$ cat src/rtl/piloop_mc_pkg.sv
// ============================================================================
// piloop_mc_pkg : shared width helpers and saturation flag encoding
// Rev 1.0 - initial release
// ============================================================================
`default_nettype none

package piloop_mc_pkg;

    // Channel index width: at least one bit even for a single loop
    function automatic int chan_w(input int n);
        return (n > 1) ? $clog2(n) : 1;
    endfunction

    function automatic int integ_w(input int win, input int wk, input int winte);
        return win + wk + winte;
    endfunction

    typedef enum logic [1:0] {
        SAT_NONE = 2'b00,
        SAT_LO   = 2'b01,
        SAT_HI   = 2'b10
    } sat_e;

endpackage

`default_nettype wire

$ cat src/rtl/piloop_mc_if.sv
// ============================================================================
// piloop_mc_if : sample-in / result-out bundle of the multi-channel PI loop
// Rev 1.0 - initial release
// ============================================================================
`default_nettype none

interface piloop_mc_if #(
    parameter int NCH   = 4,
    parameter int WIN   = 16,
    parameter int WK    = 16,
    parameter int PK    = 7,
    parameter int WINTE = 8,
    parameter int WOUT  = 16
);
    localparam int CW = piloop_mc_pkg::chan_w(NCH);
    localparam int WI = piloop_mc_pkg::integ_w(WIN, WK, WINTE);

    logic                   strobe_in;
    logic [CW-1:0]          chan_in;
    logic signed [WIN-1:0]  errin;
    logic                   clear;

    logic                   strobe_out;
    logic [CW-1:0]          chan_out;
    logic signed [WOUT-1:0] ctrl_out;
    logic signed [WI-PK-1:0] inte;
    logic [1:0]             sat;

    modport master (
        output strobe_in, chan_in, errin, clear,
        input  strobe_out, chan_out, ctrl_out, inte, sat
    );

    modport slave (
        input  strobe_in, chan_in, errin, clear,
        output strobe_out, chan_out, ctrl_out, inte, sat
    );

endinterface

`default_nettype wire

$ cat src/rtl/piloop_sat.sv
// ============================================================================
// piloop_sat : signed saturation from WA to WB bits with {hi,lo} flags
// Rev 1.0 - initial release
// ============================================================================
`default_nettype none

module piloop_sat #(
    parameter int WA = 41,
    parameter int WB = 23
) (
    input  logic signed [WA-1:0] din,
    output logic signed [WB-1:0] dout,
    output logic                 hi,
    output logic                 lo
);

    generate
        if (WA > WB) begin : g_sat
            // Value fits when every bit from the sign down to WB-1 agrees
            logic [WA-WB:0] top;
            assign top = din[WA-1:WB-1];

            always_comb begin
                hi   = 1'b0;
                lo   = 1'b0;
                dout = din[WB-1:0];
                if (!top[WA-WB] && (|top)) begin
                    hi   = 1'b1;
                    dout = {1'b0, {(WB-1){1'b1}}};
                end else if (top[WA-WB] && !(&top)) begin
                    lo   = 1'b1;
                    dout = {1'b1, {(WB-1){1'b0}}};
                end
            end
        end else begin : g_pass
            assign dout = WB'(din);
            assign hi   = 1'b0;
            assign lo   = 1'b0;
        end
    endgenerate

endmodule

`default_nettype wire

$ cat src/rtl/piloop_mc.sv
// ============================================================================
// piloop_mc : time-multiplexed NCH-channel PI controller, one shared datapath
// Rev 1.0 - initial release
// ============================================================================
`default_nettype none

module piloop_mc
    import piloop_mc_pkg::*;
#(
    parameter int NCH   = 4,
    parameter int WIN   = 16,
    parameter int WK    = 16,
    parameter int PK    = 7,
    parameter int WINTE = 8,
    parameter int WOUT  = 16,
    parameter int CLAMP = 1
) (
    input  logic                clk,
    input  logic                reset_n,
    piloop_mc_if.slave          bus,
    input  logic                clear_all,
    input  logic [NCH*WK-1:0]   kp,
    input  logic [NCH*WK-1:0]   ki,
    input  logic [NCH-1:0]      reverse,
    input  logic [NCH-1:0]      static_mode,
    input  logic [NCH*WOUT-1:0] ol_set
);

    localparam int CW   = chan_w(NCH);
    localparam int WI   = integ_w(WIN, WK, WINTE);
    localparam int WP   = WIN + WK + 1;
    localparam int WS   = WOUT + PK;
    localparam int WA1  = WI + 1;
    localparam int ILIM = (CLAMP != 0) ? WS : WI;

    logic [WK-1:0]   kp_a [NCH];
    logic [WK-1:0]   ki_a [NCH];
    logic [WOUT-1:0] ol_a [NCH];

    generate
        for (genvar c = 0; c < NCH; c++) begin : g_unpack
            assign kp_a[c] = kp[c*WK +: WK];
            assign ki_a[c] = ki[c*WK +: WK];
            assign ol_a[c] = ol_set[c*WOUT +: WOUT];
        end
    endgenerate

    // ---------------- S1: capture sample, sign-apply gains ----------------
    logic                 w_valid;
    logic [CW-1:0]        w_idx;
    logic signed [WK:0]   w_kp_s;
    logic signed [WK:0]   w_ki_s;

    assign w_valid = bus.strobe_in && ({1'b0, bus.chan_in} < (CW+1)'(NCH));
    assign w_idx   = w_valid ? bus.chan_in : '0;
    assign w_kp_s  = $signed({1'b0, kp_a[w_idx]});
    assign w_ki_s  = $signed({1'b0, ki_a[w_idx]});

    logic                  s1_v, s1_clr;
    logic [CW-1:0]         s1_ch;
    logic signed [WIN-1:0] s1_err;
    logic signed [WK:0]    s1_gp, s1_gi;

    always_ff @(posedge clk or negedge reset_n) begin
        if (!reset_n) begin
            s1_v   <= 1'b0;
            s1_clr <= 1'b0;
            s1_ch  <= '0;
            s1_err <= '0;
            s1_gp  <= '0;
            s1_gi  <= '0;
        end else begin
            s1_v   <= w_valid;
            s1_clr <= bus.clear;
            s1_ch  <= w_idx;
            s1_err <= bus.errin;
            s1_gp  <= reverse[w_idx] ? -w_kp_s : w_kp_s;
            s1_gi  <= reverse[w_idx] ? -w_ki_s : w_ki_s;
        end
    end

    // ---------------- S2: shared multiplier pair ----------------
    logic signed [WP-1:0] w_pp, w_pi;
    assign w_pp = WP'(s1_err) * WP'(s1_gp);
    assign w_pi = WP'(s1_err) * WP'(s1_gi);

    logic                 s2_v, s2_clr;
    logic [CW-1:0]        s2_ch;
    logic signed [WP-1:0] s2_pp, s2_pi;

    always_ff @(posedge clk or negedge reset_n) begin
        if (!reset_n) begin
            s2_v   <= 1'b0;
            s2_clr <= 1'b0;
            s2_ch  <= '0;
            s2_pp  <= '0;
            s2_pi  <= '0;
        end else begin
            s2_v   <= s1_v;
            s2_clr <= s1_clr;
            s2_ch  <= s1_ch;
            s2_pp  <= w_pp;
            s2_pi  <= w_pi;
        end
    end

    // ---------------- S3: integrator read-modify-write ----------------
    logic signed [WI-1:0]   integ [NCH];
    logic signed [WA1-1:0]  w_acc;
    logic signed [ILIM-1:0] w_lim;
    logic signed [WI-1:0]   w_new;

    assign w_acc = WA1'(integ[s2_ch]) + WA1'(s2_pi);

    piloop_sat #(.WA(WA1), .WB(ILIM)) u_sat_integ (
        .din  (w_acc),
        .dout (w_lim),
        .hi   (),
        .lo   ()
    );

    assign w_new = s2_clr ? '0 : WI'(w_lim);

    // clear_all takes priority over the per-sample write landing this edge
    always_ff @(posedge clk or negedge reset_n) begin
        if (!reset_n) begin
            for (int c = 0; c < NCH; c++) integ[c] <= '0;
        end else if (clear_all) begin
            for (int c = 0; c < NCH; c++) integ[c] <= '0;
        end else if (s2_v) begin
            integ[s2_ch] <= w_new;
        end
    end

    logic                 s3_v;
    logic [CW-1:0]        s3_ch;
    logic signed [WP-1:0] s3_p;
    logic signed [WI-1:0] s3_i;

    always_ff @(posedge clk or negedge reset_n) begin
        if (!reset_n) begin
            s3_v  <= 1'b0;
            s3_ch <= '0;
            s3_p  <= '0;
            s3_i  <= '0;
        end else begin
            s3_v  <= s2_v;
            s3_ch <= s2_ch;
            s3_p  <= s2_pp;
            s3_i  <= clear_all ? '0 : w_new;
        end
    end

    // ---------------- S4: P+I adder ----------------
    logic                  s4_v;
    logic [CW-1:0]         s4_ch;
    logic signed [WA1-1:0] s4_sum;
    logic signed [WI-1:0]  s4_i;

    always_ff @(posedge clk or negedge reset_n) begin
        if (!reset_n) begin
            s4_v   <= 1'b0;
            s4_ch  <= '0;
            s4_sum <= '0;
            s4_i   <= '0;
        end else begin
            s4_v   <= s3_v;
            s4_ch  <= s3_ch;
            s4_sum <= WA1'(s3_p) + WA1'(s3_i);
            s4_i   <= s3_i;
        end
    end

    // ---------------- Output: saturate, open-loop override ----------------
    logic signed [WS-1:0] w_sum_sat;
    logic                 w_hi, w_lo;

    piloop_sat #(.WA(WA1), .WB(WS)) u_sat_out (
        .din  (s4_sum),
        .dout (w_sum_sat),
        .hi   (w_hi),
        .lo   (w_lo)
    );

    always_ff @(posedge clk or negedge reset_n) begin
        if (!reset_n) begin
            bus.strobe_out <= 1'b0;
            bus.chan_out   <= '0;
            bus.ctrl_out   <= '0;
            bus.inte       <= '0;
            bus.sat        <= SAT_NONE;
        end else begin
            bus.strobe_out <= s4_v;
            if (s4_v) begin
                bus.chan_out <= s4_ch;
                bus.inte     <= s4_i[WI-1:PK];
                if (static_mode[s4_ch]) begin
                    bus.ctrl_out <= ol_a[s4_ch];
                    bus.sat      <= SAT_NONE;
                end else begin
                    bus.ctrl_out <= w_sum_sat[WS-1:PK];
                    bus.sat      <= {w_hi, w_lo};
                end
            end
        end
    end

endmodule

`default_nettype wire

$ cat src/flat_wrapper.sv
// flat-port wrapper written by rule: the top's interface ports become plain ports
module piloop_mc_flat import piloop_mc_pkg::*;
#(
    parameter int NCH   = 4,
    parameter int WIN   = 16,
    parameter int WK    = 16,
    parameter int PK    = 7,
    parameter int WINTE = 8,
    parameter int WOUT  = 16,
    parameter int CLAMP = 1
)
  (clk, reset_n, clear_all, kp, ki, reverse, static_mode, ol_set, bus_strobe_in, bus_chan_in, bus_errin, bus_clear, bus_strobe_out, bus_chan_out, bus_ctrl_out, bus_inte, bus_sat);
  piloop_mc_if #(.NCH(NCH), .WIN(WIN), .WK(WK), .PK(PK), .WINTE(WINTE), .WOUT(WOUT)) bus_i ();
  input  logic clk;
  input  logic reset_n;
  input  logic clear_all;
  input  logic [NCH*WK-1:0] kp;
  input  logic [NCH*WK-1:0] ki;
  input  logic [NCH-1:0] reverse;
  input  logic [NCH-1:0] static_mode;
  input  logic [NCH*WOUT-1:0] ol_set;
  input wire logic [$bits(bus_i.strobe_in)-1:0] bus_strobe_in;
  input wire logic [$bits(bus_i.chan_in)-1:0] bus_chan_in;
  input wire logic [$bits(bus_i.errin)-1:0] bus_errin;
  input wire logic [$bits(bus_i.clear)-1:0] bus_clear;
  output wire logic [$bits(bus_i.strobe_out)-1:0] bus_strobe_out;
  output wire logic [$bits(bus_i.chan_out)-1:0] bus_chan_out;
  output wire logic [$bits(bus_i.ctrl_out)-1:0] bus_ctrl_out;
  output wire logic [$bits(bus_i.inte)-1:0] bus_inte;
  output wire logic [$bits(bus_i.sat)-1:0] bus_sat;
  assign bus_i.strobe_in = bus_strobe_in;
  assign bus_i.chan_in = bus_chan_in;
  assign bus_i.errin = bus_errin;
  assign bus_i.clear = bus_clear;
  assign bus_strobe_out = bus_i.strobe_out;
  assign bus_chan_out = bus_i.chan_out;
  assign bus_ctrl_out = bus_i.ctrl_out;
  assign bus_inte = bus_i.inte;
  assign bus_sat = bus_i.sat;
  piloop_mc #(.NCH(NCH), .WIN(WIN), .WK(WK), .PK(PK), .WINTE(WINTE), .WOUT(WOUT), .CLAMP(CLAMP)) u_core (.clk(clk), .reset_n(reset_n), .bus(bus_i), .clear_all(clear_all), .kp(kp), .ki(ki), .reverse(reverse), .static_mode(static_mode), .ol_set(ol_set));
endmodule
$ cat config.mk
export PLATFORM = sky130hd
export DESIGN_NAME = piloop_mc_flat
export DESIGN_NICKNAME = d
export VERILOG_FILES = /design/src/rtl/piloop_mc_pkg.sv /design/src/rtl/piloop_mc_if.sv /design/src/rtl/piloop_sat.sv /design/src/rtl/piloop_mc.sv /design/src/flat_wrapper.sv
export SDC_FILE = /design/constraint.sdc
export NUM_CORES = 2
export LEC_CHECK = 0
export ABC_AREA = 1
export CAP_MARGIN = 20
export CORE_MARGIN = 2
export CORE_UTILIZATION = 48
export DETAILED_ROUTE_END_ITERATION = 16
export HOLD_SLACK_MARGIN = 0.08
export PLACE_DENSITY = 0.67
export SETUP_SLACK_MARGIN = 0.15
export SLEW_MARGIN = 0
export SYNTH_ARGS = -nofsm -noshare
export SYNTH_HDL_FRONTEND = slang
export SYNTH_HIERARCHICAL = 1
export SYNTH_SLANG_ARGS = --single-unit
$ cat constraint.sdc
create_clock -name clk -period 17.55 [get_ports clk]
set_clock_uncertainty 0.05 [all_clocks]
set_input_delay 2.6325 -clock clk [delete_from_list [all_inputs] [get_ports clk]]
set_output_delay 2.6325 -clock clk [all_outputs]
set_load 0.01 [all_outputs]
## Word level (Yosys, flattened, before mapping)

Cells that the tools add are included.
Widths: inputs -> output; s select.

- Bits in registers: 498
- Word-level logic and storage cells: 92

- $lt $le $gt $ge: 6
- Add/subtract/negate cells: 4
- Bitwise gates (word level): 3
- $mul: 2
- Multiplexer cells: 35
- Reductions and logical operators: 14

Operator list:

| operator | number |
|---|---|
| $mux 160 | 2 |
| $mux 40 | 5 |
| $bwmux 160 | 1 |
| $mux 16 | 7 |
| $bmux 16 s2 | 3 |
| $mux 23 | 4 |
| $bmux 40 s2 | 1 |
| $demux 40 s2 | 1 |
| $mul 16x17->33 | 2 |
| $add 33x40->41 | 1 |
| $add 40x33->41 | 1 |
| $reduce_and 19->1 | 2 |
| $reduce_or 19->1 | 2 |
| $mux 17 | 2 |
| $neg 16->17 | 2 |
| $ge 3x3->1 const B | 3 |
| $not 2->3 | 3 |
| $lt 2x3->1 const B | 2 |
| $logic_and 1x1->1 | 5 |
| $mux 1 | 5 |
| $bmux 1 s2 | 2 |
| $logic_not 1->1 | 4 |
| $mux 2 | 2 |
| $lt 3x1->1 const B | 1 |
| $reduce_bool 2->1 | 1 |

## Depth between registers and ports, before layout

- Depth in word-level cells: 14
- Depth in mapped cells: 27
- Depth with buffers taken out: 25

## Cells and area by module

The synthesis kept the hierarchy.

Modules (own cells, without submodules):

| module | cells an instance | sequential area each (um^2) | times used | area an instance (um^2) |
|---|---|---|---|---|
| piloop_mc | 5248 | 9308.9 | 1 | 41167.0 |
| piloop_sat | 85 | 0.0 | 2 | 395.4 |

## Worst setup path before layout

OpenSTA, ideal clock, no wires.

- Path kind: flip-flop to flip-flop
- Start: register u_core.s1_gi[16]
- End: register u_core.s2_pi[28]
- Arrival: 5.437 ns
- Period minus slack after synthesis: 5.604 ns
- Required time: 17.383 ns
- Setup time: 0.117 ns
- Buffers on the path: 1
- Cell stages (with the launch flop): 23
- Setup slack: 11.946 ns
- Path through: dfrtp_1 clkbuf_1 nand2_1 inv_1 fa_1 fa_1 inv_1 fa_1 inv_1 fa_1 fa_1 inv_1 fa_1 inv_1 ha_1 nand2_1 nor2_1 inv_1 nor2_1 and3_1 nand2_1 nand4_1 nand2_1

- Word-level cells in the longest chain between the ends: 1

RTL lines:

| element | line | text |
|---|---|---|
| start: declaration | piloop_mc.sv:62 | `logic signed [WK:0] s1_gp, s1_gi;` |
| start signal: assignment | piloop_mc.sv:78 | `s1_gi <= reverse[w_idx] ? -w_ki_s : w_ki_s;` |
| $mul 16x17->33 | piloop_mc.sv:85 | `assign w_pi = WP'(s1_err) * WP'(s1_gi);` |
| net u_core.w_pi[28] | piloop_mc.sv:83 | `logic signed [WP-1:0] w_pp, w_pi;` |
| end signal: assignment | piloop_mc.sv:103 | `s2_pi <= w_pi;` |
| end: declaration | piloop_mc.sv:89 | `logic signed [WP-1:0] s2_pp, s2_pi;` |

The timed path passes the listed nets, and every way through them passes these cells.
A chain may end at the register's enable or synchronous reset.

## Final worst setup path

- Start: register u_core.s1_err[15]
- End: register u_core.s2_pp[20]

- Word-level cells in the longest chain between the ends: 1

RTL lines:

| element | line | text |
|---|---|---|
| start: declaration | piloop_mc.sv:61 | `logic signed [WIN-1:0] s1_err;` |
| start signal: assignment | piloop_mc.sv:76 | `s1_err <= bus.errin;` |
| $mul 16x17->33 | piloop_mc.sv:84 | `assign w_pp = WP'(s1_err) * WP'(s1_gp);` |
| net u_core.w_pp[20] | piloop_mc.sv:83 |  |
| end signal: assignment | piloop_mc.sv:102 | `s2_pp <= w_pp;` |
| end: declaration | piloop_mc.sv:89 |  |

The timed path passes the listed nets, and every way through them passes these cells.

==> impl_metrics.env <==
export IMPL_outcome="complete, no violations"
export IMPL_nFillCells=8139
export IMPL_drive_gt1_share_pct=3.01
export IMPL_worstPathMaxFanout=21
export IMPL_critPathLaunchType="flop"
export IMPL_instances_no_fill=6698
export IMPL_dp_cells=6622
export IMPL_dp_hpwl_um=84900
export IMPL_final_setup_viol_count=0
export IMPL_hold_class="flop to flop"
export IMPL_post_synth_cell_area_avg_um2=7.73
export IMPL_cts_resized=0
export IMPL_post_route_util_pct=53.8
export IMPL_clock_sinks=365
export IMPL_syn_instance_count=5389
export IMPL_drv_cap=0
export IMPL_crit_arrival_ps=6600
export IMPL_relSlewSlack_pct=22.1
export IMPL_dp_slack_ps=11390
export IMPL_clk_pin_slew_ps=60
export IMPL_start_util_pct=48.3
export IMPL_rsz0062_at_grt="no"
export IMPL_finalWirelength_um=108000
export IMPL_drt_iter0_drc=2439
export IMPL_grt_pass1_vias=34700
export IMPL_root_buffer="clkbuf_16"
export IMPL_clk_latency_ps=580
export IMPL_antenna_found_initial=3
export IMPL_grt_first_pass_wirelength_um=178000
export IMPL_track_usage_pct=24.5
export IMPL_vias_per_cell=5.05
export IMPL_grt_max_degree=171
export IMPL_clk_path_buf_depth=3
export IMPL_grt_remaining_overflow=0
export IMPL_slew_violations=0
export IMPL_core_mm2=0.0863
export IMPL_first_pass_iters=6
export IMPL_wl_met3_um=7750
export IMPL_wl_per_cell_um=16.1
export IMPL_fp_row_count=108
export IMPL_met2WireLength_um=50800
export IMPL_finalWorstSetupSlack_ps=11360
export IMPL_io_buffers=276
export IMPL_cts_buffers=41
export IMPL_ios=277
export IMPL_ant_nets=0
export IMPL_period_needed_ps=6190
export IMPL_crit_type="flop to flop"
export IMPL_crit_path_end_kind="flop"
export IMPL_synth_area_mm2=0.0417
export IMPL_postCtsSetupBuffers=0
export IMPL_cts_tree="yes"
export IMPL_hold_buffers=0
export IMPL_final_hold_violation_count=0
export IMPL_vias=33800
export IMPL_worst_slew_pin_slew_ps=1160
export IMPL_synth_warnings=6
export IMPL_die_w_um=299
export IMPL_h_tree_depth=2
export IMPL_die_area_mm2=0.0892
export IMPL_die_h_um=299
export IMPL_tns_ps=0
export IMPL_routabilityCongestion=0.925
export IMPL_required_ps=17960
export IMPL_routed_top_layer="met5"
export IMPL_wl_met1_um=46300
export IMPL_syn_to_final_growth_pct=11.5
export IMPL_finalCritPeriodShare_pct=35.2
export IMPL_mappedNetlistNets=6402
export IMPL_fmax_ghz=0.162
export IMPL_drcViolationCount=0
export IMPL_layout_nets=6526
export IMPL_diodes=0
-- final cells by class --
class / count / area (um^2) / area share, %
timing repair buffer: 310 / 3060 / 6.59
sequential: 365 / 9140 / 19.7
inverter: 1310 / 4920 / 10.6
clock inverter: 17 / 214 / 0.460
tap: 1155 / 1450 / 3.11
multi-input combinational: 3485 / 26500 / 57.1
clock buffer: 56 / 1150 / 2.48
-- metrics by stage --
stage / instance area (um^2) / hold slack [ps]
after floorplan: 41700 / 281
after global placement: 45000 / 281
after detailed placement: 45000 / 285
after CTS: 46400 / 282
after global routing: 46500 / 301
final: 46500 / 291
-- state kept, by name, summed over array words and instances (netlist names), 16 cells and up --
register,cells
u_core/s2_pi,33
u_core/s1_err,16
u_core/s1_gi,17
u_core/s4_i,16
u_core/s1_gp,17
u_core/s3_p,33
u_core/bus.ctrl_out,16
u_core/s4_sum,34
u_core/integ,92
u_core/bus.inte,16
u_core/s3_i,23
u_core/s2_pp,33
-- worst paths after layout --
kind / startpoint / endpoint / slack [ps] / cells after the start
worst min-delay path: u_core/s2_pp[30] / u_core/s3_p[30] / 290 / 0
min in group asynchronous: reset_n / u_core/s1_gp[8] / 2060 / 1
max in group asynchronous: reset_n / u_core/integ[41] / 13230 / 4
worst max register to register: u_core/s1_err[15] / u_core/s2_pp[20] / 11360 / 20
worst max-delay path: u_core/s1_err[15] / u_core/s2_pp[20] / 11360 / 20
worst min register to register: u_core/s2_pp[30] / u_core/s3_p[30] / 290 / 0
-- layout by cell type, fill, tap and decap left out, drive strengths merged, types with 2 or more instances in the layout --
cell type         n
clkbuf           56
a21o             15
dfrtp           365
clkdlybuf4s50   275
o221ai           23
xnor2            24
o21ai           193
mux2             16
a21oi           161
bufinv            3
nand4            28
or2              15
nor3b             2
a21boi           11
o211ai           13
inv            1313
ha              236
and3              6
o21a              4
nand2          1407
nor2            297
a211oi            2
and2              4
a31oi            15
o22ai            56
xor2             92
buf              35
nor3             17
clkinv            7
fa              554
nor4              2
clkinvlp          4
nand3           246
a22oi            25
o21bai           19
-- worst max-delay path, stage by stage (launching register included) --
cell and delay, ps:
dfrtp_1 350, inv_1 420, buf_4 400, or2_2 180
fa_1 420, fa_1 500, inv_1 50, fa_1 530
fa_1 440, fa_1 500, inv_1 60, fa_1 470
inv_1 40, ha_1 380, nand2_1 140, nor2_1 240
nand2_1 70, o21ai_0 510, a21oi_1 180, nand2_1 90
nand2_1 60
-- layer usage --
| layer | vias to the layer above | global-route usage, % |
|---|---|---|
| li1 | 16300 | - |
| met1 | 16200 | 32.9 |
| met2 | 1223 | 41.2 |
| met3 | 194 | 3.73 |
| met4 | 4 | 7.08 |
| met5 | - | 0 |
Power is left out: the tool's default activity adds up to more than one toggle a clock period on the data nets, which glitch-free logic cannot reach.
